[src/rtl/cpu_run_controller.sv]
// Run/halt/single-step sequencer for the single-cycle core: sole owner of core
// clock enable and core reset, with a PC breakpoint and retired-instruction counter.
module cpu_run_controller #(
   parameter int ADDR_W     = 32,
   parameter int RESET_HOLD = 4,
   parameter int CNT_W      = 32
) (
   input  logic              i_clk,
   input  logic              i_rst_n,
   input  logic              i_run_btn,
   input  logic              i_step_btn,
   input  logic              i_clear_btn,
   input  logic              i_bp_en,
   input  logic [ADDR_W-1:0] i_bp_addr,
   input  logic [ADDR_W-1:0] i_pc,
   output logic              o_clk_enable,
   output logic              o_core_rst,
   output logic [2:0]        o_state,
   output logic [CNT_W-1:0]  o_instr_count,
   output logic              o_bp_hit
);

   typedef enum logic [2:0] {
      ST_IDLE = 3'd0,
      ST_PRE  = 3'd1,
      ST_RUN  = 3'd2,
      ST_STEP = 3'd3,
      ST_HALT = 3'd4
   } state_t;

   localparam int HOLD_W = (RESET_HOLD > 1) ? $clog2(RESET_HOLD) : 1;
   localparam logic [HOLD_W-1:0] HOLD_LAST = HOLD_W'(RESET_HOLD - 1);

   state_t            state_q, state_d;
   logic [HOLD_W-1:0] hold_q, hold_d;
   logic [CNT_W-1:0]  cnt_q, cnt_d;
   logic              bp_hit_q, bp_hit_d;
   logic              skip_q, skip_d;
   logic              mode_run_q, mode_run_d;
   logic              bp_match;
   logic              core_rst;
   logic              clk_en;

   // Skip masks the breakpoint for the first executed instruction after a resume,
   // so the instruction sitting at the breakpoint PC can retire.
   always_comb begin
      bp_match = i_bp_en & (i_pc == i_bp_addr) & ~skip_q;
      core_rst = (state_q == ST_IDLE) | (state_q == ST_PRE);
      clk_en   = 1'b0;
      case (state_q)
         ST_RUN:  clk_en = ~bp_match;
         ST_STEP: clk_en = 1'b1;
         default: clk_en = 1'b0;
      endcase
   end

   always_comb begin
      state_d    = state_q;
      hold_d     = '0;
      cnt_d      = cnt_q;
      bp_hit_d   = bp_hit_q;
      skip_d     = skip_q;
      mode_run_d = mode_run_q;

      if (clk_en && !core_rst && (cnt_q != {CNT_W{1'b1}}))
         cnt_d = cnt_q + 1'b1;
      if ((state_q == ST_RUN) && clk_en)
         skip_d = 1'b0;

      if (i_clear_btn) begin
         state_d  = ST_IDLE;
         bp_hit_d = 1'b0;
         skip_d   = 1'b0;
      end else begin
         case (state_q)
            ST_IDLE: begin
               if (i_run_btn || i_step_btn) begin
                  state_d    = ST_PRE;
                  mode_run_d = i_run_btn;
                  cnt_d      = '0;
                  bp_hit_d   = 1'b0;
                  skip_d     = 1'b0;
               end
            end
            ST_PRE: begin
               if (hold_q == HOLD_LAST)
                  state_d = mode_run_q ? ST_RUN : ST_STEP;
               else
                  hold_d = hold_q + 1'b1;
            end
            ST_RUN: begin
               if (bp_match) begin
                  state_d  = ST_HALT;
                  bp_hit_d = 1'b1;
               end else if (i_run_btn) begin
                  state_d = ST_HALT;
               end
            end
            ST_STEP: state_d = ST_HALT;
            ST_HALT: begin
               if (i_run_btn) begin
                  state_d  = ST_RUN;
                  skip_d   = 1'b1;
                  bp_hit_d = 1'b0;
               end else if (i_step_btn) begin
                  state_d  = ST_STEP;
                  bp_hit_d = 1'b0;
               end
            end
            default: state_d = ST_IDLE;
         endcase
      end
   end

   always_ff @(posedge i_clk or negedge i_rst_n) begin
      if (!i_rst_n) begin
         state_q    <= ST_IDLE;
         hold_q     <= '0;
         cnt_q      <= '0;
         bp_hit_q   <= 1'b0;
         skip_q     <= 1'b0;
         mode_run_q <= 1'b0;
      end else begin
         state_q    <= state_d;
         hold_q     <= hold_d;
         cnt_q      <= cnt_d;
         bp_hit_q   <= bp_hit_d;
         skip_q     <= skip_d;
         mode_run_q <= mode_run_d;
      end
   end

   assign o_clk_enable  = clk_en;
   assign o_core_rst    = core_rst;
   assign o_state       = state_q;
   assign o_instr_count = cnt_q;
   assign o_bp_hit      = bp_hit_q;

endmodule

[config.mk]
export PLATFORM = sky130hd
export DESIGN_NAME = cpu_run_controller
export DESIGN_NICKNAME = d
export VERILOG_FILES = /design/src/rtl/cpu_run_controller.sv
export SDC_FILE = /design/constraint.sdc
export NUM_CORES = 1
export LEC_CHECK = 0
export ABC_AREA = 1
export ABC_CLOCK_PERIOD_IN_PS = 2200
export BUFFER_PORTS_ARGS = -buffer_cell sky130_fd_sc_hd__buf_2
export CAP_MARGIN = 20
export CORE_MARGIN = 8
export CORE_UTILIZATION = 40
export DETAILED_ROUTE_END_ITERATION = 8
export PLACE_DENSITY_LB_ADDON = 0.15
export SLEW_MARGIN = 10
export SYNTH_ARGS = -nofsm -noshare
export SYNTH_HDL_FRONTEND = slang
export SYNTH_SLANG_ARGS = --single-unit
[constraint.sdc]
create_clock -name i_clk -period 2.2 [get_ports i_clk]
set_clock_uncertainty 0.15 [all_clocks]
set_input_delay 0.11 -clock i_clk [delete_from_list [all_inputs] [get_ports i_clk]]
set_output_delay 0.11 -clock i_clk [all_outputs]
set_load 0.02 [all_outputs]
==> flow_metrics.env <==
export IMPL_outcome="finished, final reports clean"
export IMPL_initial_utilization_pct=41.08
export IMPL_ys_seq_elements=40
export IMPL_yosysTopAreaCellShare_pct=29.81
export IMPL_nets=761
export IMPL_max_cap_violations=0
export IMPL_hpwl_mm=8.569
export IMPL_internal_power_mw=1.512
export IMPL_avgRoutedWirePerCell_um=13.33
export IMPL_critPathBufInv=1
export IMPL_reg2reg_from="o_instr_count[7]"
export IMPL_fill_cells=867
export IMPL_timing_max_slew_rel_slack_pct=66.73
export IMPL_synth_most_common_cell="nand2_1"
export IMPL_grt_antenna_before_repair=0
export IMPL_core_area_um2=8175
export IMPL_seq_area_frac_synth_pct=29.81
export IMPL_min_path_type="primary input to flip-flop"
export IMPL_gp_congestion=0.9287
export IMPL_swShare_pct=41.01
export IMPL_path_common_cell="nor2_1"
export IMPL_dr_total_vias=3877
export IMPL_yosysUniqueCellTypes=33
export IMPL_rows=33
export IMPL_postRouteAntennaNets=0
export IMPL_grt_pass1_wl_mm=17.45
export IMPL_combPwrFrac_pct=41.6
export IMPL_fmax_ghz=0.4847
export IMPL_synthTopCellsByArea="dfrtp_1 30%, nand2_1 21%, inv_1 10%"
export IMPL_cts_tree="yes"
export IMPL_syn2layout_area_growth_pct=28.80
export IMPL_io_pins=108
export IMPL_synth_fp_nets=630
export IMPL_die_y_um=107.6
export IMPL_stdcell_count=795
export IMPL_critPathTopFamily="simple AND/OR/NAND/NOR gates"
export IMPL_yosysWarningCount=0
export IMPL_finalInstanceArea_um2=4325
export IMPL_synth_cells=558
export IMPL_numCtsBuffers=5
export IMPL_track_usage_pct=18.39
export IMPL_net_switching_power_mw=1.051
export IMPL_avgSynthCellArea_um2=6.018
export IMPL_clkTransAtPathRegs_ns=0.08
export IMPL_cp_start_kind="flip-flop"
export IMPL_synth_flop_cell="dfrtp_1"
export IMPL_power_density_nw_per_um2=592.4
export IMPL_hold_start="i_clear_btn"
export IMPL_final_setup_viol_count=0
export IMPL_clock_sinks=40
export IMPL_portBuffers=107
export IMPL_startpoint="o_instr_count[7]"
export IMPL_grt_pass1_vias=3700
export IMPL_htreeDepth=2
export IMPL_die_x_um=107.6
export IMPL_syn_area_um2=3358
export IMPL_critPathMaxStageDelay_ns=0.41
export IMPL_drt_total_wl_mm=10.60
export IMPL_fin_crit_ns=2.063
export IMPL_p_total_mw=2.562
export IMPL_worstPathArrival_ns=2.10
export IMPL_place_ws_ns=0.07310
export IMPL_clock_tree_root_cell="clkbuf_8"
export IMPL_finalMaxSlewViolations=0
export IMPL_post_route_period_util_pct=93.78
export IMPL_setup_ws_ns=0.1369
export IMPL_required_ns=2.24
export IMPL_vias_per_cell=4.877
export IMPL_dp_cells=783
export IMPL_tightest_slew_ns=0.4985
export IMPL_first_pass_iters=5
export IMPL_path_class="flip-flop to flip-flop"
export IMPL_diodes=0
export IMPL_pwr_share_clk_pct=23.6
export IMPL_clockBufferDepth=2
export IMPL_grt_max_degree=23
export IMPL_yosys_area_top_type="dfrtp_1"
export IMPL_overflow=0
export IMPL_slowest_stage="dfrtp_1"
export IMPL_synth_edf_count=0
export IMPL_synth_async_reset_ratio_pct=100.0
export IMPL_vdd_ir_drop_max_uv=352.9
export IMPL_path_max_fanout=7
export IMPL_placed_area_um2=4125
export IMPL_drtIter0Drc=230
export IMPL_crit_chain="nand2_1, nor2_1, nand2_2, nor4_4, nand3_4, buf_4, nand4_1, nor2_1, nor2_1, nor2_1"
export IMPL_die_area_um2=11580
export IMPL_cellLeakagePower_nw=2.367
export IMPL_p_seq_share_pct=34.8
export IMPL_drive_above_1_share_pct=25.65
export IMPL_drc_errors=0
export IMPL_yosys_top_cells_count="189 x nand2_1, 92 x inv_1, 77 x nor2_1"
export IMPL_final_hold_viol_count=0
export IMPL_worstSkewPairLatency_ns=0.29
export IMPL_endpoint_kind="flip-flop"
export IMPL_fin_hold_ws_ns=0.01383
==> what timing repair did <==
item,CTS,global route
setup buffers,0,3
hold endpoints to repair,18,0
hold buffers,1,0
endpoints found under the setup margin,0,32
gates resized for setup,0,15
==> state kept, by name (all words and copies together), names as in the netlist <==
| register | count |
|---|---|
| hold_q | 2 |
| mode_run_q | 1 |
| o_bp_hit | 1 |
| o_instr_count | 32 |
| o_state | 3 |
| skip_q | 1 |
==> per-stage QoR <==
step                util [%]   TNS, ns
floorplan                  -         0
global placement       50.46         0
detailed placement     50.46         0
CTS                    51.90         0
global route           52.91  -0.05510
finish                 52.91         0
==> routing by layer <==
metal	global-route usage [%]	up-vias	routed length, µm
met1	23.87	1760	4747
met4	4.163	0	143
met3	4.072	13	766
met5	0	-	0
met2	30.26	111	4940
li1	-	1993	-
==> cell families (layout without fill, tap and decap cells) <==
| family | Yosys count | in the layout | share of synthesized area, % |
|---|---|---|---|
| AND/OR/NAND/NOR | 356 | 356 | 46.65 |
| AO/OA/AOI/OAI | 42 | 42 | 7.005 |
| buffers and inverters | 107 | 239 | 12.93 |
| flip-flops | 40 | 40 | 29.81 |
| adder cells (fa/ha/maj) | 2 | 2 | 0.7450 |
| XOR/XNOR | 11 | 11 | 2.869 |
==> worst register-to-register path: stages (launching register included) <==
cell     delay [ns]
dfrtp_1        0.41
nand2_1        0.11
nor2_1         0.18
nand2_2        0.12
nor4_4         0.33
nand3_4        0.12
buf_4          0.18
nand4_1        0.17
nor2_1         0.06
nor2_1         0.08
nor2_1         0.05
==> power groups by stage <==
stage,sequential [mW],combinational [mW],clock (mW)
2_1_floorplan,0.961,0.634,0
3_5_place_dp,0.901,1.02,0
4_1_cts,0.886,1.02,0.622
6_report,0.893,1.07,0.603
3_3_place_gp,0.898,0.996,0
5_1_grt,0.902,1.20,0.656
==> cell type report <==
class	count	area [µm²]	area share, %
Tap cell	105	131.4	3.037
Clock buffer	6	72.57	1.678
Clock inverter	2	35.03	0.8100
Multi-Input combinational cell	411	1973	45.62
Timing Repair Buffer	132	733.2	16.95
Inverter	99	374.1	8.649
Sequential cell	40	1006	23.26
==> cells in the final DEF (no fill, tap or decap), drive strengths merged, types with 2 or more instances in the layout <==
cell type	Yosys	routed
a21oi	18	18
buf	6	131
clkbuf	2	6
clkinv	1	2
dfrtp	40	40
ha	2	2
inv	98	98
nand2	190	190
nand3	38	38
nand4	14	14
nor2	79	79
nor3	17	17
nor4	5	5
o21ai	14	14
o21bai	2	2
o31ai	5	5
or2	11	11
xnor2	7	7
xor2	4	4
==> path summary, 6_finish.rpt <==
kind / to / slack [ns] / depth (start not counted)
hold / removal: o_instr_count[25] / 0.01 / 3
min in group asynchronous: o_instr_count[20] / 0.16 / 2
hold reg to reg: hold_q[0] / 0.30 / 1
setup reg to reg: o_instr_count[11] / 0.14 / 10
max in group asynchronous: o_instr_count[11] / 1.06 / 3
setup / recovery: o_instr_count[11] / 0.14 / 10
Note: power is estimated with default switching activity, not from simulation.
